--- src/rtl/lsu_pkg.sv ---
// Shared encodings and helpers for the MEM-stage load/store unit.
// Holds the RV32I funct3 codes, the FSM state type and the size/split/legality helpers.
package lsu_pkg;

    localparam logic [2:0] LB  = 3'b000;
    localparam logic [2:0] LH  = 3'b001;
    localparam logic [2:0] LW  = 3'b010;
    localparam logic [2:0] LBU = 3'b100;
    localparam logic [2:0] LHU = 3'b101;
    localparam logic [2:0] SB  = 3'b000;
    localparam logic [2:0] SH  = 3'b001;
    localparam logic [2:0] SW  = 3'b010;

    typedef enum logic [1:0] {
        ST_IDLE  = 2'd0,
        ST_BEAT0 = 2'd1,
        ST_BEAT1 = 2'd2,
        ST_DONE  = 2'd3
    } lsu_state_t;

    function automatic logic [3:0] size_mask(input logic [2:0] funct3);
        case (funct3[1:0])
            2'b00:   return 4'b0001;
            2'b01:   return 4'b0011;
            default: return 4'b1111;
        endcase
    endfunction

    function automatic logic is_split(input logic [2:0] funct3, input logic [1:0] off);
        case (funct3[1:0])
            2'b01:   return (off == 2'd3);
            2'b10:   return (off != 2'd0);
            default: return 1'b0;
        endcase
    endfunction

    function automatic logic is_illegal(input logic we, input logic [2:0] funct3);
        if (we)
            return funct3[2] | (funct3[1:0] == 2'b11);
        return (funct3 == 3'b011) || (funct3 == 3'b110) || (funct3 == 3'b111);
    endfunction

endpackage

--- src/rtl/lsu_align.sv ---
// Lane steering for the load/store unit: byte enables and write data for both beats,
// plus extraction and sign/zero extension of the load result from the two read words.
module lsu_align
    import lsu_pkg::*;
(
    input  logic [2:0]  funct3,
    input  logic [1:0]  off,
    input  logic [31:0] wdata,
    input  logic [31:0] rdata_lo,
    input  logic [31:0] rdata_hi,
    output logic [3:0]  be_lo,
    output logic [3:0]  be_hi,
    output logic [31:0] wdata_lo,
    output logic [31:0] wdata_hi,
    output logic [31:0] load_data
);

    logic [7:0]  be_wide;
    logic [63:0] wdata_wide;
    logic [31:0] rdata_shift;

    // Upper halves of the widened shifts are exactly the second-beat lanes.
    assign be_wide    = {4'b0000, size_mask(funct3)} << off;
    assign be_lo      = be_wide[3:0];
    assign be_hi      = be_wide[7:4];
    assign wdata_wide = {32'h0, wdata} << {off, 3'b000};
    assign wdata_lo   = wdata_wide[31:0];
    assign wdata_hi   = wdata_wide[63:32];

    assign rdata_shift = 32'({rdata_hi, rdata_lo} >> {off, 3'b000});

    always_comb begin
        load_data = rdata_shift;
        case (funct3)
            LB:      load_data = {{24{rdata_shift[7]}}, rdata_shift[7:0]};
            LH:      load_data = {{16{rdata_shift[15]}}, rdata_shift[15:0]};
            LBU:     load_data = {24'h0, rdata_shift[7:0]};
            LHU:     load_data = {16'h0, rdata_shift[15:0]};
            default: load_data = rdata_shift;
        endcase
    end

endmodule

--- src/rtl/mem_stage_lsu.sv ---
// MEM-stage load/store unit: one access per instruction, split into two word beats when misaligned.
// Build option LSU_TIMEOUT_EN adds an ack-wait abort after TIMEOUT_CYCLES cycles.
module mem_stage_lsu
    import lsu_pkg::*;
#(
    parameter int unsigned TIMEOUT_CYCLES = 255
)
(
    input  logic        i_clk,
    input  logic        i_resetn,
    input  logic        i_req,
    input  logic        i_we,
    input  logic [2:0]  i_funct3,
    input  logic [31:0] i_addr,
    input  logic [31:0] i_wdata,
    output logic        o_stall,
    output logic        o_done,
    output logic        o_err,
    output logic [31:0] o_rd_dmem,
    output logic        o_bus_req,
    output logic        o_bus_we,
    output logic [31:0] o_bus_addr,
    output logic [3:0]  o_bus_be,
    output logic [31:0] o_bus_wdata,
    input  logic        i_bus_ack,
    input  logic [31:0] i_bus_rdata
);

    lsu_state_t  state, state_nxt;
    logic        we_q;
    logic [2:0]  funct3_q;
    logic [1:0]  off_q;
    logic [31:0] wdata_q;
    logic [31:0] rdata0_q;

    logic [2:0]  funct3_sel;
    logic [1:0]  off_sel;
    logic [31:0] wdata_sel;
    logic [31:0] rdata_lo, rdata_hi;
    logic [3:0]  be_lo, be_hi;
    logic [31:0] wdata_lo, wdata_hi, load_data;
    logic        req_illegal, split, timeout;

    assign req_illegal = is_illegal(i_we, i_funct3);
    assign split       = is_split(funct3_q, off_q);

`ifdef LSU_TIMEOUT_EN
    localparam logic [7:0] WAIT_LOAD = 8'(TIMEOUT_CYCLES - 1);
    logic [7:0] wait_cnt;

    assign timeout = ~i_bus_ack & (wait_cnt == 8'd0);

    // Reloaded at the start of each beat; terminal count means TIMEOUT_CYCLES ack-less cycles.
    always_ff @(posedge i_clk or negedge i_resetn) begin
        if (!i_resetn)
            wait_cnt <= 8'd0;
        else if ((state == ST_IDLE) || ((state == ST_BEAT0) && i_bus_ack))
            wait_cnt <= WAIT_LOAD;
        else if (wait_cnt != 8'd0)
            wait_cnt <= wait_cnt - 8'd1;
    end
`else
    logic unused_timeout_cfg;
    assign unused_timeout_cfg = ^TIMEOUT_CYCLES;
    assign timeout = 1'b0;
`endif

    // Fresh request drives the aligner in IDLE; latched request drives it afterwards.
    assign funct3_sel = (state == ST_IDLE) ? i_funct3    : funct3_q;
    assign off_sel    = (state == ST_IDLE) ? i_addr[1:0] : off_q;
    assign wdata_sel  = (state == ST_IDLE) ? i_wdata     : wdata_q;
    assign rdata_lo   = (state == ST_BEAT1) ? rdata0_q    : i_bus_rdata;
    assign rdata_hi   = (state == ST_BEAT1) ? i_bus_rdata : 32'h0;

    lsu_align u_align (
        .funct3    (funct3_sel),
        .off       (off_sel),
        .wdata     (wdata_sel),
        .rdata_lo  (rdata_lo),
        .rdata_hi  (rdata_hi),
        .be_lo     (be_lo),
        .be_hi     (be_hi),
        .wdata_lo  (wdata_lo),
        .wdata_hi  (wdata_hi),
        .load_data (load_data)
    );

    always_ff @(posedge i_clk or negedge i_resetn) begin
        if (!i_resetn)
            state <= ST_IDLE;
        else
            state <= state_nxt;
    end

    always_comb begin
        state_nxt = state;
        case (state)
            ST_IDLE:
                if (i_req)
                    state_nxt = req_illegal ? ST_DONE : ST_BEAT0;
            ST_BEAT0:
                if (i_bus_ack)
                    state_nxt = split ? ST_BEAT1 : ST_DONE;
                else if (timeout)
                    state_nxt = ST_DONE;
            ST_BEAT1:
                if (i_bus_ack || timeout)
                    state_nxt = ST_DONE;
            ST_DONE:
                state_nxt = ST_IDLE;
            default:
                state_nxt = ST_IDLE;
        endcase
    end

    always_comb begin
        o_done  = (state == ST_DONE);
        o_stall = i_resetn & i_req & (state != ST_DONE);
    end

    always_ff @(posedge i_clk or negedge i_resetn) begin
        if (!i_resetn) begin
            we_q        <= 1'b0;
            funct3_q    <= 3'b000;
            off_q       <= 2'b00;
            wdata_q     <= 32'h0;
            rdata0_q    <= 32'h0;
            o_err       <= 1'b0;
            o_rd_dmem   <= 32'h0;
            o_bus_req   <= 1'b0;
            o_bus_we    <= 1'b0;
            o_bus_addr  <= 32'h0;
            o_bus_be    <= 4'b0000;
            o_bus_wdata <= 32'h0;
        end else begin
            case (state)
                ST_IDLE: begin
                    if (i_req) begin
                        we_q     <= i_we;
                        funct3_q <= i_funct3;
                        off_q    <= i_addr[1:0];
                        wdata_q  <= i_wdata;
                        if (req_illegal) begin
                            o_err     <= 1'b1;
                            o_rd_dmem <= 32'h0;
                        end else begin
                            o_bus_req   <= 1'b1;
                            o_bus_we    <= i_we;
                            o_bus_addr  <= {i_addr[31:2], 2'b00};
                            o_bus_be    <= be_lo;
                            o_bus_wdata <= wdata_lo;
                        end
                    end
                end
                ST_BEAT0: begin
                    if (i_bus_ack) begin
                        rdata0_q <= i_bus_rdata;
                        if (split) begin
                            o_bus_addr  <= o_bus_addr + 32'd4;
                            o_bus_be    <= be_hi;
                            o_bus_wdata <= wdata_hi;
                        end else begin
                            o_bus_req <= 1'b0;
                            if (!we_q)
                                o_rd_dmem <= load_data;
                        end
                    end else if (timeout) begin
                        o_bus_req <= 1'b0;
                        o_err     <= 1'b1;
                        o_rd_dmem <= 32'h0;
                    end
                end
                ST_BEAT1: begin
                    if (i_bus_ack) begin
                        o_bus_req <= 1'b0;
                        if (!we_q)
                            o_rd_dmem <= load_data;
                    end else if (timeout) begin
                        o_bus_req <= 1'b0;
                        o_err     <= 1'b1;
                        o_rd_dmem <= 32'h0;
                    end
                end
                ST_DONE: o_err <= 1'b0;
                default: o_err <= 1'b0;
            endcase
        end
    end

endmodule

--- config.mk ---
export PLATFORM = sky130hd
export DESIGN_NAME = mem_stage_lsu
export DESIGN_NICKNAME = d
export VERILOG_FILES = /design/src/rtl/lsu_pkg.sv /design/src/rtl/lsu_align.sv /design/src/rtl/mem_stage_lsu.sv
export SDC_FILE = /design/constraint.sdc
export NUM_CORES = 1
export LEC_CHECK = 0
export CAP_MARGIN = 15
export CORE_MARGIN = 1.5
export CORE_UTILIZATION = 47
export DETAILED_ROUTE_END_ITERATION = 16
export PLACE_DENSITY = 0.74
export SLEW_MARGIN = 0
export SYNTH_ARGS = -nofsm -noshare
export SYNTH_HDL_FRONTEND = slang
export SYNTH_SLANG_ARGS = --single-unit
--- constraint.sdc ---
create_clock -name i_clk -period 2.45 [get_ports i_clk]
set_input_delay 0.735 -clock i_clk [delete_from_list [all_inputs] [get_ports i_clk]]
set_output_delay 0.735 -clock i_clk [all_outputs]
set_load 0.005 [all_outputs]
==> results of run 1 <==
-- cells in the final DEF (no fill, tap or decap), types with 11 or more instances in the layout --
master	count
sky130_fd_sc_hd__a2bb2oi_1	11
sky130_fd_sc_hd__o221ai_1	14
sky130_fd_sc_hd__clkbuf_16	17
sky130_fd_sc_hd__o22ai_1	17
sky130_fd_sc_hd__buf_12	17
sky130_fd_sc_hd__nand3_1	22
sky130_fd_sc_hd__a211oi_1	15
sky130_fd_sc_hd__a22o_1	16
sky130_fd_sc_hd__clkdlybuf4s50_1	204
sky130_fd_sc_hd__o21ai_0	34
sky130_fd_sc_hd__dfrtp_1	173
sky130_fd_sc_hd__nand2_1	75
sky130_fd_sc_hd__a21oi_1	75
sky130_fd_sc_hd__o31ai_1	11
sky130_fd_sc_hd__mux2_2	93
sky130_fd_sc_hd__buf_4	102
sky130_fd_sc_hd__nor2_1	74
sky130_fd_sc_hd__a221oi_1	17
sky130_fd_sc_hd__mux2i_1	101
sky130_fd_sc_hd__a22oi_1	15
-- state kept, by name, summed over array words and instances, names as in the netlist --
name / count
o_bus_addr: 30
off_q: 2
o_bus_req: 1
o_err: 1
o_rd_dmem: 32
funct3_q: 3
rdata0_q: 32
o_bus_be: 4
o_bus_we: 1
wdata_q: 32
o_bus_wdata: 32
we_q: 1
state: 2
-- cell type report --
| cell class | instances | share of cell area [%] |
|---|---|---|
| clock buffers | 19 | 3.207 |
| clock inverters | 13 | 1.231 |
| inverters | 10 | 0.2657 |
| multi-input cells | 727 | 39.70 |
| flip-flops and latches | 173 | 30.65 |
| well taps | 275 | 2.436 |
| repair buffers | 326 | 22.51 |
-- power by group --
part,internal [mW],total [mW],switching [mW]
Combinational,6.62,13.1,6.46
Clock,1.69,2.92,1.23
Sequential,4.26,5.42,1.15
Total,12.6,21.4,8.85
-- repair_timing --
item                                    4_1_cts  5_1_grt
endpoints found under the setup margin       24       30
hold buffers                                  0        0
gates resized for setup                       9        9
endpoints found under the hold margin         0        0
pin swaps                                     1        2
-- routing by layer --
metal | global-route usage (%) | vias to the layer above
met3 | 4.818 | 87
li1 | - | 4263
met1 | 37.02 | 4598
met2 | 46.17 | 384
met5 | 0 | -
met4 | 15.78 | 0
-- path summary, 6_finish.rpt --
kind | end | from | slack, ns
worst max-delay path | o_rd_dmem[23]$_DFFE_PN0P_ | i_addr[0] | -0.04
worst min-delay path | wdata_q[20]$_DFFE_PN0P_ | i_resetn | 0.38
worst max register to register | o_rd_dmem[9]$_DFFE_PN0P_ | state[1]$_DFFE_PN0P_ | 0.04
worst min register to register | o_bus_be[3]$_DFFE_PN0P_ | o_bus_be[3]$_DFFE_PN0P_ | 0.48
max in group asynchronous | o_bus_addr[11]$_DFFE_PN0P_ | i_resetn | 1.39
min in group i_clk | o_bus_be[3]$_DFFE_PN0P_ | o_bus_be[3]$_DFFE_PN0P_ | 0.48
-- cells by family (layout without fill, tap and decap cells) --
family                   count (synthesis)  count (layout)
AO/OA/AOI/OAI                          284             284
AND/OR/NAND/NOR                        225             225
multiplexers                           207             207
flip-flops                             173             173
buffers and inverters                   91             368
adder cells (fa/ha/maj)                  9               9
other                                    1               2
-- stage by stage --
step / power, mW / setup slack (ns) / hold WS (ns) / utilization [%] / TNS (ns)
floorplan: 12.54 / 0.002892 / 0.4394 / - / 0
global placement: 17.86 / -0.5042 / 0.4531 / 63.45 / -20.31
detailed placement: 18.21 / -0.4941 / 0.4673 / 63.45 / -24.51
CTS: 21.28 / 0.02468 / 0.4147 / 66.57 / 0
global route: 22.73 / -0.09627 / 0.4242 / 66.77 / -1.683
finish: 21.43 / -0.04025 / 0.3787 / 66.77 / -0.4571
==> metrics.md, run 1 <==
| Metric | Value |
|---|---|
| Run status | `finished, violations left` |
| Violated checks | `setup timing` |
| Final HPWL from detailed placement | `around 23 mm` |
| Cell count after placement | `about 1.5k` |
| Final weighted congestion of routability-driven global placement | `just under 1` |
| Number of maximum-capacitance violations | `0` |
| Cell type group with the largest total delay on the critical path | `buffers and inverters` |
| Layout Nets | `around 1.4k` |
| Aggregate global-route resource usage | `28.74%` |
| Data arrival time of the worst path | `around 2.9 ns` |
| Highest fanout seen on the critical path | `16` |
| Clock-pin slew of the registers on the worst-case setup and hold paths | `0.07 ns` |
| Max stage delay cell, worst path | `sky130_fd_sc_hd__clkdlybuf4s50_1` |
| Remaining Overflow, GRT | `0` |
| Logic depth of the worst path, buffers included | `9` |
| Clock Sink Count | `around 170` |
| Number of buffers added by the clock tree synthesis step | `17` |
| Skew final | `0.01602 ns` |
| 1st-pass router iterations | `7` |
| Leading cell type by number of instances after synthesis | `sky130_fd_sc_hd__dfrtp_1` |
| Worst slew margin relative to its limit | `45.10%` |
| WL per Instance | `~21 µm` |
| Ant. Diodes | `0` |
| Critical path, cell by cell | `clkdlybuf4s50_1, buf_4, mux2i_4, buf_12, a211oi_2, a221oi_2, a211oi_4, buf_12, a22o_1` |
| Overall die area | `22580 µm²` |
| Number of nets still failing antenna checks after routing | `0` |
| Sequential cell area | `about 4300 µm²` |
| Async set-or-reset flop fraction in the synthesized netlist | `100.0%` |
| Proportion of layout cells with a drive suffix above 1 | `22.63%` |
| Per-instance average area after synthesis | `10.30 µm²` |
| Sequential fraction of the synthesis area | `42.47%` |
| Summed area of non-filler cells in the final layout | `14120 µm²` |
| Netlist cell types | `64` |
| Post-CTS Repair Setup Buffers | `0` |
| Number of placed I/O pins | `209` |
| Count of cells along the worst register-to-register path | `8` |
| Final WS setup | `-0.04025 ns` |
| Count of endpoints failing setup in the final report | `17` |
| Post-synthesis share of cell area spent on and, or, nand and nor gates | `around a tenth` |
| Share of the synthesized area in the top cell type | `42.47%` |
| Maximum number of pins on one net before global-route repair | `approximately 110` |
| Post-Syn Area | `10190 µm²` |
| Core area | `21150 µm²` |
| CP peak stage delay | `around 0.5 ns` |
| Routed Wire Length | `around 32 mm` |
| Height of the die | `150.3 µm` |
| Number of enable flip-flop cells after synthesis | `0` |
| Antenna violations before repair | `0` |
| Clock latency on the worst-skew pair | `about 0.43 ns` |
| Share of the clock period used by the worst path after layout | `101.6%` |
| Main combinational cell family by area after synthesis | `multiplexers` |
| Multi-input gate area | `5608 µm²` |
| Worst path most repeated cell | `sky130_fd_sc_hd__buf_12` |
| Synthesis-to-finish area growth | `38.58%` |
| Met2 Wirelength | `15.35 mm` |
| Highest routing layer actually used | `met4` |
| Clock tree root buffer cell | `sky130_fd_sc_hd__clkbuf_16` |
| Max Clock Freq | `401.6 MHz` |
| Launching element type of the critical path | `input pin` |
| Metal3 WL | `1.987 mm` |
| Static leakage | `5.888 nW` |
| Via count | `9332` |
| Post-Synth Adder-Cell Area | `1.105%` |
| Instance count of the mapped netlist | `between 900 and 1k` |
| Transition time of the tightest slew-check pin | `about 0.82 ns` |
| Power per cell area | `1517 nW/µm²` |
| Peak ir drop on the vdd network | `a little over 0.9 mV` |
| Starting Density | `a little under 50%` |
| Detailed-route DRC error count | `0` |
| Compound-cell area share of the yosys netlist | `19.25%` |
| CP bufs+invs | `4` |
| Die extent in x | `150.3 µm` |
| Unrepaired setup endpoints after global routing | `true` |
| Number of vias per cell after detailed routing | `6.048` |
| Max-slew violation count | `0` |
| Cell Count, Final, Fillers Out | `about 1.5k` |
| Area contributors post-synth | `sky130_fd_sc_hd__dfrtp_1, sky130_fd_sc_hd__mux2_2, sky130_fd_sc_hd__mux2i_1` |
| Start-to-end type of the worst setup path | `input pin to flip-flop` |
| Cell area reported after detailed placement | `13420 µm²` |
| M1 wire length | `13.13 mm` |
| Number of placement rows | `53` |
| Synthesis Warnings | `0` |
| CTS tree | `yes` |
| Primary flip-flop cell chosen by synthesis mapping | `sky130_fd_sc_hd__dfrtp_1` |
| # port buffers | `206` |
| Global-route wire length before repair | `49.75 mm` |
| Xor/xnor cell area share of the yosys netlist | `0%` |
| Number of hold-slack violations in the final timing report | `0` |
| Hold Path Class | `input pin to async pin` |
| #FFs+latches synth | `173` |
| Cell accounting for the most synthesized area | `sky130_fd_sc_hd__dfrtp_1` |
| Critical path data required time | `roughly 2.8 ns` |
| Most frequent cells after synthesis | `sky130_fd_sc_hd__dfrtp_1, sky130_fd_sc_hd__mux2i_1, sky130_fd_sc_hd__mux2_2, sky130_fd_sc_hd__a21oi_1, sky130_fd_sc_hd__nand2_1` |
| Maximum clock insertion buffer count | `2` |
| Multiplexer share of the synthesized area | `22.82%` |
| First-iteration detailed-routing DRC count | `659` |
| Number of fill cells in the layout | `1668` |
| Total number of H-tree levels | `4` |
| Critical path endpoint category | `flip-flop` |
| Final worst path period need | `2.490 ns` |
| Vias in the first global route | `between 9k and 10k` |
No activity file was read; power rests on OpenSTA's default activity.
==> inputs of run 2 (changes only) <==
- PLACE_DENSITY: 0.74 -> default
- PLACE_DENSITY_LB_ADDON: default -> 0.12
- SLEW_MARGIN: 0 -> default
==> metrics.md, run 2 (synthesis results as in run 1) <==
| Metric | Value |
|---|---|
| Die extent in x | `between 150 and 200 µm` |
| Static leakage | `5.922 nW` |
| Data arrival time of the worst path | `2.88 ns` |
| Ant. Diodes | `0` |
| # port buffers | `206` |
| Height of the die | `150.3 µm` |
| Number of placement rows | `53` |
| Worst slack at placement | `-0.4587 ns` |
| Post-Route Utilization | `between 60% and 70%` |
| Critical path data required time | `2.83 ns` |
| Routed Wire Length | `about 32 mm` |
| Sequential cell fraction of total power | `25.0%` |
| Maximum clock insertion buffer count | `2` |
| Number of maximum-capacitance violations | `0` |
| Total number of H-tree levels | `4` |
| Antenna violations before repair | `2` |
| Aggregate global-route resource usage | `27.90%` |
| Most common cell after layout, fill and taps aside | `sky130_fd_sc_hd__clkdlybuf4s50_1` |
| Core area | `21150 µm²` |
| Cts hold-fix bufs | `0` |
| Count of endpoints failing setup in the final report | `9` |
| Final WS setup | `-0.05021 ns` |
| Remaining Overflow, GRT | `0` |
| Violated checks | `setup timing` |
| Hold Path Class | `input pin to async pin` |
| Number of vias per cell after detailed routing | `6.026` |
| Clock network power share | `12.7%` |
| Vias in the first global route | `8997` |
| Starting Density | `48.18%` |
| Clock-pin slew of the registers on the worst-case setup and hold paths | `0.08 ns` |
| Power, Total | `21.59 mW` |
| Switching power total | `9.079 mW` |
| Logic gate share of total power | `62.3%` |
| Overall die area | `22580 µm²` |
| Critical path endpoint category | `flip-flop` |
| Worst slew margin relative to its limit | `approximately a third` |
| Peak ir drop on the vdd network | `0.7803 mV` |
| Final HPWL from detailed placement | `22.26 mm` |
| Worst Hold Slack | `0.07855 ns` |
| 1st-pass router iterations | `7` |
| Highest fanout seen on the critical path | `11` |
| Final weighted congestion of routability-driven global placement | `0.8959` |
| CTS tree | `yes` |
| Number of hold-slack violations in the final timing report | `0` |
| Leading cell types in the layout, fill and taps excluded | `sky130_fd_sc_hd__clkdlybuf4s50_1, sky130_fd_sc_hd__dfrtp_1, sky130_fd_sc_hd__mux2i_1` |
| Number of nets still failing antenna checks after routing | `0` |
| Power per cell area | `1512 nW/µm²` |
| Max Clock Freq | `400.0 MHz` |
| Detailed-route DRC error count | `0` |
| Number of placed I/O pins | `~210` |
| Switching part of the total power | `42.06%` |
| Total internal power | `between 10 and 15 mW` |
| Clock Sink Count | `173` |
| Share of the clock period used by the worst path after layout | `102.0%` |
| Maximum number of pins on one net before global-route repair | `173` |
| Launching element type of the critical path | `input pin` |
| Sequential cell area | `4330 µm²` |
| Max-slew violation count | `0` |
| Start-to-end type of the worst setup path | `input pin to flip-flop` |
| Layout Nets | `roughly 1.4k` |
| Multi-input gate area | `5689 µm²` |
| Via count | `9304` |
| WL per Instance | `20.63 µm` |
| Skew final | `0.02105 ns` |
| Clock latency on the worst-skew pair | `0.44 ns` |
| Final worst path period need | `2.500 ns` |
| Run status | `finished, violations left` |
| Transition time of the tightest slew-check pin | `0.9963 ns` |
| Number of buffers added by the clock tree synthesis step | `17` |
| Global-route wire length before repair | `48.42 mm` |
| First-iteration detailed-routing DRC count | `660` |
| Synthesis-to-finish area growth | `40.07%` |
| Clock tree root buffer cell | `sky130_fd_sc_hd__clkbuf_16` |
| Number of fill cells in the layout | `1694` |
| Unrepaired setup endpoints after global routing | `true` |
| Proportion of layout cells with a drive suffix above 1 | `23.33%` |
==> run 2: cell types whose count changed in the layout (fill, tap and decap cells not counted), moves of 3 or more <==
| cell | delta |
|---|---|
| sky130_fd_sc_hd__buf_12 | +4 |
| sky130_fd_sc_hd__buf_4 | -7 |
| sky130_fd_sc_hd__bufinv_16 | -3 |
| sky130_fd_sc_hd__clkinv_4 | +3 |
| sky130_fd_sc_hd__clkinv_8 | +3 |
| sky130_fd_sc_hd__ha_4 | +3 |
| sky130_fd_sc_hd__inv_6 | -3 |
| sky130_fd_sc_hd__inv_8 | +3 |
| sky130_fd_sc_hd__mux2i_1 | -3 |
==> run 2: power by group through the flow <==
stage | Sequential, mW | Combinational [mW] | Clock (mW)
after floorplan | 5.15 | 7.38 | 0
after global placement | 5.35 | 12.6 | 0
after detailed placement | 5.38 | 12.8 | 0
after CTS | 5.35 | 12.9 | 2.77
after global routing | 5.56 | 14.5 | 2.91
final | 5.39 | 13.5 | 2.74
==> run 2: cell type report <==
class	count	share of cell area [%]
clock buffer	17	2.980
clock inverter	15	1.192
inverter	10	0.2629
multi-input combinational	727	39.85
sequential	173	30.33
tap	275	2.410
timing repair buffer	327	22.97
==> run 2: critical path, cell delays in order <==
cell and delay [ns]:
sky130_fd_sc_hd__clkdlybuf4s50_1 0.46, sky130_fd_sc_hd__mux2_4 0.34, sky130_fd_sc_hd__buf_12 0.17, sky130_fd_sc_hd__mux4_2 0.31, sky130_fd_sc_hd__nand2b_4 0.17, sky130_fd_sc_hd__a211oi_4 0.34, sky130_fd_sc_hd__clkbuf_16 0.22, sky130_fd_sc_hd__a22o_1 0.12
==> run 2: path summary, 6_finish.rpt <==
kind                                              from                     endpoint  slack, ns  cells past startpoint
min reg2reg                o_bus_wdata[25]$_DFFE_PN0P_  o_bus_wdata[25]$_DFFE_PN0P_       0.48                      2
max reg2reg                       state[1]$_DFFE_PN0P_    o_rd_dmem[25]$_DFFE_PN0P_      -0.02                      8
min in group i_clk         o_bus_wdata[25]$_DFFE_PN0P_  o_bus_wdata[25]$_DFFE_PN0P_       0.48                      2
max in group asynchronous                     i_resetn      funct3_q[0]$_DFFE_PN0P_       1.16                      2
max                                          i_addr[0]    o_rd_dmem[25]$_DFFE_PN0P_      -0.05                      8
min                                           i_resetn       wdata_q[3]$_DFFE_PN0P_       0.08                      1
==> run 2: per-stage QoR <==
step / TNS [ns] / cell area [µm²] / instances
floorplan: 0 / 10200 / 991
global placement: -18.81 / 13410 / 1503
detailed placement: -20.60 / 13410 / 1503
CTS: 0 / 14040 / 1535
global route: -1.047 / 14280 / 1544
finish: -0.3404 / 14280 / 1544
==> run 2: repair_timing <==
item,in CTS,in global routing
pin swaps,1,5
setup buffers,0,7
resized for setup,10,25
cloned,0,2
endpoints found under the setup margin,22,33
==> run 2: metal layers <==
layer	global-route usage (%)	routed length, µm	share of wire, %
met4	13.28	1257	3.9
met1	35.81	13160	41
met5	0	13	0.041
met2	46.19	15790	50
met3	4.242	1637	5.1
